===== config.mk =====
export PLATFORM = sky130hd
export DESIGN_NAME = crypto_job_arbiter
export DESIGN_NICKNAME = d
export VERILOG_FILES = /design/src/rtl/crypto_job_arbiter.sv
export SDC_FILE = /design/constraint.sdc
export NUM_CORES = 1
export LEC_CHECK = 0
export CAP_MARGIN = 20
export CORE_ASPECT_RATIO = 1.4
export CORE_UTILIZATION = 41
export CTS_CLUSTER_DIAMETER = 60
export DETAILED_ROUTE_END_ITERATION = 6
export PLACE_DENSITY = 0.8
export SLEW_MARGIN = 10
export SYNTH_ARGS = -nofsm -noshare
export SYNTH_HDL_FRONTEND = slang
export SYNTH_SLANG_ARGS = --single-unit

===== constraint.sdc =====
create_clock -name clk -period 3 [get_ports clk]
set_clock_uncertainty 0.05 [all_clocks]
set_input_delay 0.45 -clock clk [delete_from_list [all_inputs] [get_ports clk]]
set_output_delay 0.45 -clock clk [all_outputs]
set_load 0.01 [all_outputs]

===== src/rtl/crypto_job_arbiter.sv =====
// crypto_job_arbiter: round-robin sharing of one crypto core between a CPU (port 0) and a DMA (port 1) requester,
// with a watchdog-bounded wait for the core's FIN strobe and a valid/ready result return.
module crypto_job_arbiter #(
  parameter int DATA_W  = 16,
  parameter int KEY_W   = 16,
  parameter int TIMEOUT = 255
) (
  input  logic                clk,
  input  logic                rst,
  input  logic [1:0]          req_valid,
  input  logic [3:0]          req_mode,
  input  logic [2*DATA_W-1:0] req_data,
  input  logic [2*KEY_W-1:0]  req_key,
  output logic [1:0]          req_ready,
  output logic [1:0]          resp_valid,
  input  logic [1:0]          resp_ready,
  output logic [DATA_W-1:0]   resp_data,
  output logic [KEY_W-1:0]    resp_key,
  output logic                resp_err,
  output logic                core_bgn,
  output logic [1:0]          core_mode,
  output logic [DATA_W-1:0]   core_data,
  output logic [KEY_W-1:0]    core_key,
  input  logic                core_done,
  input  logic [DATA_W-1:0]   core_data_out,
  input  logic [KEY_W-1:0]    core_key_out,
  output logic                busy
);
  localparam int WD_W = $clog2(TIMEOUT + 1);

  typedef enum logic [2:0] {IDLE, LOAD, START, WAIT_DONE, RESP} state_e;

  state_e            state_q;
  logic              rr_q, owner_q, win_d;
  logic [WD_W-1:0]   wd_q, wd_d;
  logic [1:0]        req_ready_q, resp_valid_q, core_mode_q;
  logic [DATA_W-1:0] resp_data_q, core_data_q;
  logic [KEY_W-1:0]  resp_key_q, core_key_q;
  logic              resp_err_q, core_bgn_q, busy_q;

  // Contention goes to the round-robin pointer; a lone requester always wins.
  assign win_d = (&req_valid) ? rr_q : req_valid[1];
  assign wd_d  = wd_q + WD_W'(1);

  always_ff @(posedge clk or negedge rst) begin
    if (!rst) begin
      state_q      <= IDLE;
      rr_q         <= 1'b0;
      owner_q      <= 1'b0;
      wd_q         <= '0;
      req_ready_q  <= '0;
      resp_valid_q <= '0;
      resp_data_q  <= '0;
      resp_key_q   <= '0;
      resp_err_q   <= 1'b0;
      core_bgn_q   <= 1'b0;
      core_mode_q  <= '0;
      core_data_q  <= '0;
      core_key_q   <= '0;
      busy_q       <= 1'b0;
    end else begin
      case (state_q)
        IDLE: if (|req_valid) begin
          owner_q     <= win_d;
          req_ready_q <= {win_d, ~win_d};
          core_mode_q <= win_d ? req_mode[3:2] : req_mode[1:0];
          core_data_q <= win_d ? req_data[2*DATA_W-1:DATA_W] : req_data[DATA_W-1:0];
          core_key_q  <= win_d ? req_key[2*KEY_W-1:KEY_W] : req_key[KEY_W-1:0];
          busy_q      <= 1'b1;
          state_q     <= LOAD;
        end
        LOAD: begin
          req_ready_q <= '0;
          wd_q        <= '0;
          // Only 01 (encrypt) and 10 (decrypt) are legal; anything else is refused without touching the core.
          if (^core_mode_q) begin
            core_bgn_q <= 1'b1;
            state_q    <= START;
          end else begin
            resp_err_q   <= 1'b1;
            resp_data_q  <= '0;
            resp_key_q   <= '0;
            resp_valid_q <= {owner_q, ~owner_q};
            state_q      <= RESP;
          end
        end
        START: begin
          core_bgn_q <= 1'b0;
          wd_q       <= '0;
          state_q    <= WAIT_DONE;
        end
        WAIT_DONE: begin
          wd_q <= wd_d;
          if (core_done) begin
            resp_err_q   <= 1'b0;
            resp_data_q  <= core_data_out;
            resp_key_q   <= core_key_out;
            resp_valid_q <= {owner_q, ~owner_q};
            state_q      <= RESP;
          end else if (wd_d == WD_W'(TIMEOUT)) begin
            resp_err_q   <= 1'b1;
            resp_data_q  <= '0;
            resp_key_q   <= '0;
            resp_valid_q <= {owner_q, ~owner_q};
            state_q      <= RESP;
          end
        end
        RESP: if (resp_ready[owner_q]) begin
          resp_valid_q <= '0;
          rr_q         <= ~owner_q;
          busy_q       <= 1'b0;
          state_q      <= IDLE;
        end
        default: state_q <= IDLE;
      endcase
    end
  end

  assign req_ready  = req_ready_q;
  assign resp_valid = resp_valid_q;
  assign resp_data  = resp_data_q;
  assign resp_key   = resp_key_q;
  assign resp_err   = resp_err_q;
  assign core_bgn   = core_bgn_q;
  assign core_mode  = core_mode_q;
  assign core_data  = core_data_q;
  assign core_key   = core_key_q;
  assign busy       = busy_q;
endmodule


==> reports/qor.yml <==
cts_tree: "yes"
worst-path-stages: 7
synth_area_per_cell_um2: 11.0
yosys.area.top_type: "dfrtp_1"
grt_max_degree: 87
die_area_um2: 9590
max-slew-margin-rel: 0.677
pwr-share-clk: 0.194
io_pins: 180
grt_use_total: 0.201
final-setup-viol-count: 0
drtIter0Drc: 184
critical_path.top_delay_family: "simple AND/OR/NAND/NOR gates"
p_switching_w: 0.00189
synth_area_leaders: "dfrtp_1 57%, mux2i_1 9.3%, a22o_1 7.7%"
drc: 0
worst_ir_drop_vdd_mv: 0.670
yosys_warnings: 0
wl_per_cell_um: 15.1
drt.antenna.violating_nets: 0
leakagePower_nw: 2.66
endpoint_kind: "flop"
tightest_slew_ns: 0.481
num-nets-final: 629
finalHoldViolations: 0
post-synth-top-count-cell: "dfrtp_1"
gp_congestion: 0.800
synth_nets: 453
vias: 3239
outcome: "finished clean"
share_comb_of_total_power: 0.445
synth_cell_types: 36
timing.final.crit_period_ns: 2.58
whs_path_depth: 2
path_buf_inv: 0
rr_endpoint: "resp_key[10]$_DFFE_PN0P_"
syn_to_final_growth_pct: 58.9
synth_edf_count: 0
cp_common_cell: "and3_1"
cp_cell_sequence: "ha_1 > and3_1 > and3_1 > mux2_1 > nor3_4 > nand2_4 > a22o_1"
drv_slew: 0
fmax_mhz: 387
hp-class: "flop to flop"
regToRegSetupSlack_ns: 0.42
r2r_cells: 7
dpl_worst_slack_ns: 0.399
dpl.hpwl_um: 6990
synthesis.instances: 344
swShare: 0.340
clk_latency_ns: 0.33
rsz0062_at_grt: "false"
yosysSeqAreaShare: 0.570
synthesis.area_um2: 3770
ctsHtreeMaxLevel: 3
dr.pass1.iters: 4
max_stage_delay_ns: 0.43
ys_seq_elements: 86
maxCapViolCount: 0
drt_wl_total_um: 9510
grt_pass1_vias: 3033
antennaDiodeCount: 0
dieHeight_um: 115
setup_ws_ns: 0.419
crit_slowest_cell: "dfrtp_1"
grt_pass1_wl_um: 15100
power_density_nw_per_um2: 929
layout-drive-gt1-share: 0.0552
r2r_start: "wd_q[0]$_DFFE_PN0P_"
synth_commonest_cells: "86 x dfrtp_1, 50 x o21ai_0, 47 x nand2_1"
hold_end: "core_key[6]$_DFFE_PN0P_"
die_width_um: 83.1
fin_crit_sh: 0.860
grt_overflow: 0
power_frac_seq: 0.360
start_kind: "flop"
critPathMaxFanout: 34
synth_top_area_share: 0.570
antenna_found_initial: 0
numPortBuffers: 179
path_class: "flop to flop"
cts_made_buffers: 9
path_clk_slew_ns: 0.06
synthArstFlopShare: 1.00
cts_root_buf: "clkbuf_16"
synth_flop_cell: "dfrtp_1"
placementRows: 41
clock-sinks: 86
cell_internal_pwr_w: 0.00368
worstPathArrival_ns: 2.74
core_area_um2: 8980
hp-start: "core_key[6]$_DFFE_PN0P_"
initial_utilization: 0.420
cp.required_ns: 3.16
setup_tns_ns: 0
vias_per_cell: 5.13
clockBufferDepth: 2
power_w: 0.00557
cts_resized: 0
-- power groups by stage --
stage	combinational, W	clock, W	sequential, W
after floorplan	0.00103	0	0.00216
after global placement	0.00243	0	0.00200
after detailed placement	0.00249	0	0.00201
after CTS	0.00251	0.00111	0.00201
after global routing	0.00269	0.00117	0.00208
final	0.00248	0.00108	0.00201
-- worst reg2reg max path, cell delays in order, from the launching register on --
cell     delay [ns]
dfrtp_1        0.43
ha_1           0.27
and3_1         0.22
and3_1         0.22
mux2_1         0.36
nor3_4         0.31
nand2_4        0.27
a22o_1         0.34
-- worst max-delay path by stage --
stage                             start  slack, ns                        to
finish              wd_q[0]$_DFFE_PN0P_       0.42  resp_key[10]$_DFFE_PN0P_
global route        wd_q[0]$_DFFE_PN0P_       0.22   resp_key[3]$_DFFE_PN0P_
CTS                 wd_q[0]$_DFFE_PN0P_       0.40  resp_key[10]$_DFFE_PN0P_
detailed placement            core_done       0.40  resp_key[10]$_DFFE_PN0P_
global placement              core_done       0.51  resp_data[2]$_DFFE_PN0P_
floorplan           wd_q[0]$_DFFE_PN0P_       0.69  resp_data[0]$_DFFE_PN0P_
-- final cells by class --
cell class	count	area [um2]
Fill cell	663	2980
Sequential cell	86	2150
Timing Repair Buffer	186	1880
Multi-Input combinational cell	229	1510
Clock buffer	11	233
Tap cell	107	134
Clock inverter	5	60.1
Inverter	8	30.0
-- registers in the layout, summed over array words and instances, names as in the netlist --
| name | flops |
|---|---|
| wd_q | 8 |
| resp_key | 16 |
| resp_err | 1 |
| core_key | 16 |
| resp_valid | 2 |
| req_ready | 2 |
| core_data | 16 |
| resp_data | 16 |
| state_q | 3 |
| owner_q | 1 |
| busy | 1 |
| rr_q | 1 |
| core_bgn | 1 |
| core_mode | 2 |
-- per-stage QoR --
step,util,cells,hold slack (ns),area [um2]
finish,0.668,632,0.429,6000
global route,0.668,632,0.454,6000
CTS,0.664,630,0.299,5960
detailed placement,0.631,614,0.422,5670
global placement,0.631,614,0.411,5670
floorplan,-,344,0.104,3770
-- layout by cell type (no fill, tap or decap), types with 3 or more instances in the layout --
cell and count:
clkdlybuf4s50_1 178, dfrtp_1 86, o21ai_0 49, nand2_1 47
mux2i_1 35, a22o_1 33, nor2_1 10, clkbuf_16 9
inv_1 8, nor3_1 8, a21oi_1 8, buf_4 5
and3_1 4, clkinvlp_4 4, nand2b_1 3, o21ai_1 3
nand3_1 3
-- metal layers --
metal / vias up / part of all wire / global-route usage
li1: 1575 / - / -
met1: 1499 / 0.40 / 0.242
met2: 154 / 0.50 / 0.326
met3: 11 / 0.084 / 0.0684
met4: 0 / 0.018 / 0.0966
met5: - / 0 / 0
-- kinds of logic after synthesis --
group / Yosys count / synth area share
flip-flops: 86 / 0.570
adder cells (fa/ha/maj): 2 / 0.00663
XOR/XNOR: 2 / 0.00464
multiplexers: 36 / 0.0959
AND/OR/NAND/NOR: 87 / 0.110
buffers and inverters: 29 / 0.0358
AO/OA/AOI/OAI: 102 / 0.176
-- what timing repair did --
action / CTS / global route
hold buffers: 0 / 1
setup buffers: 0 / 0
hold endpoints to repair: 0 / 17
(Power assumes the default switching activity.)
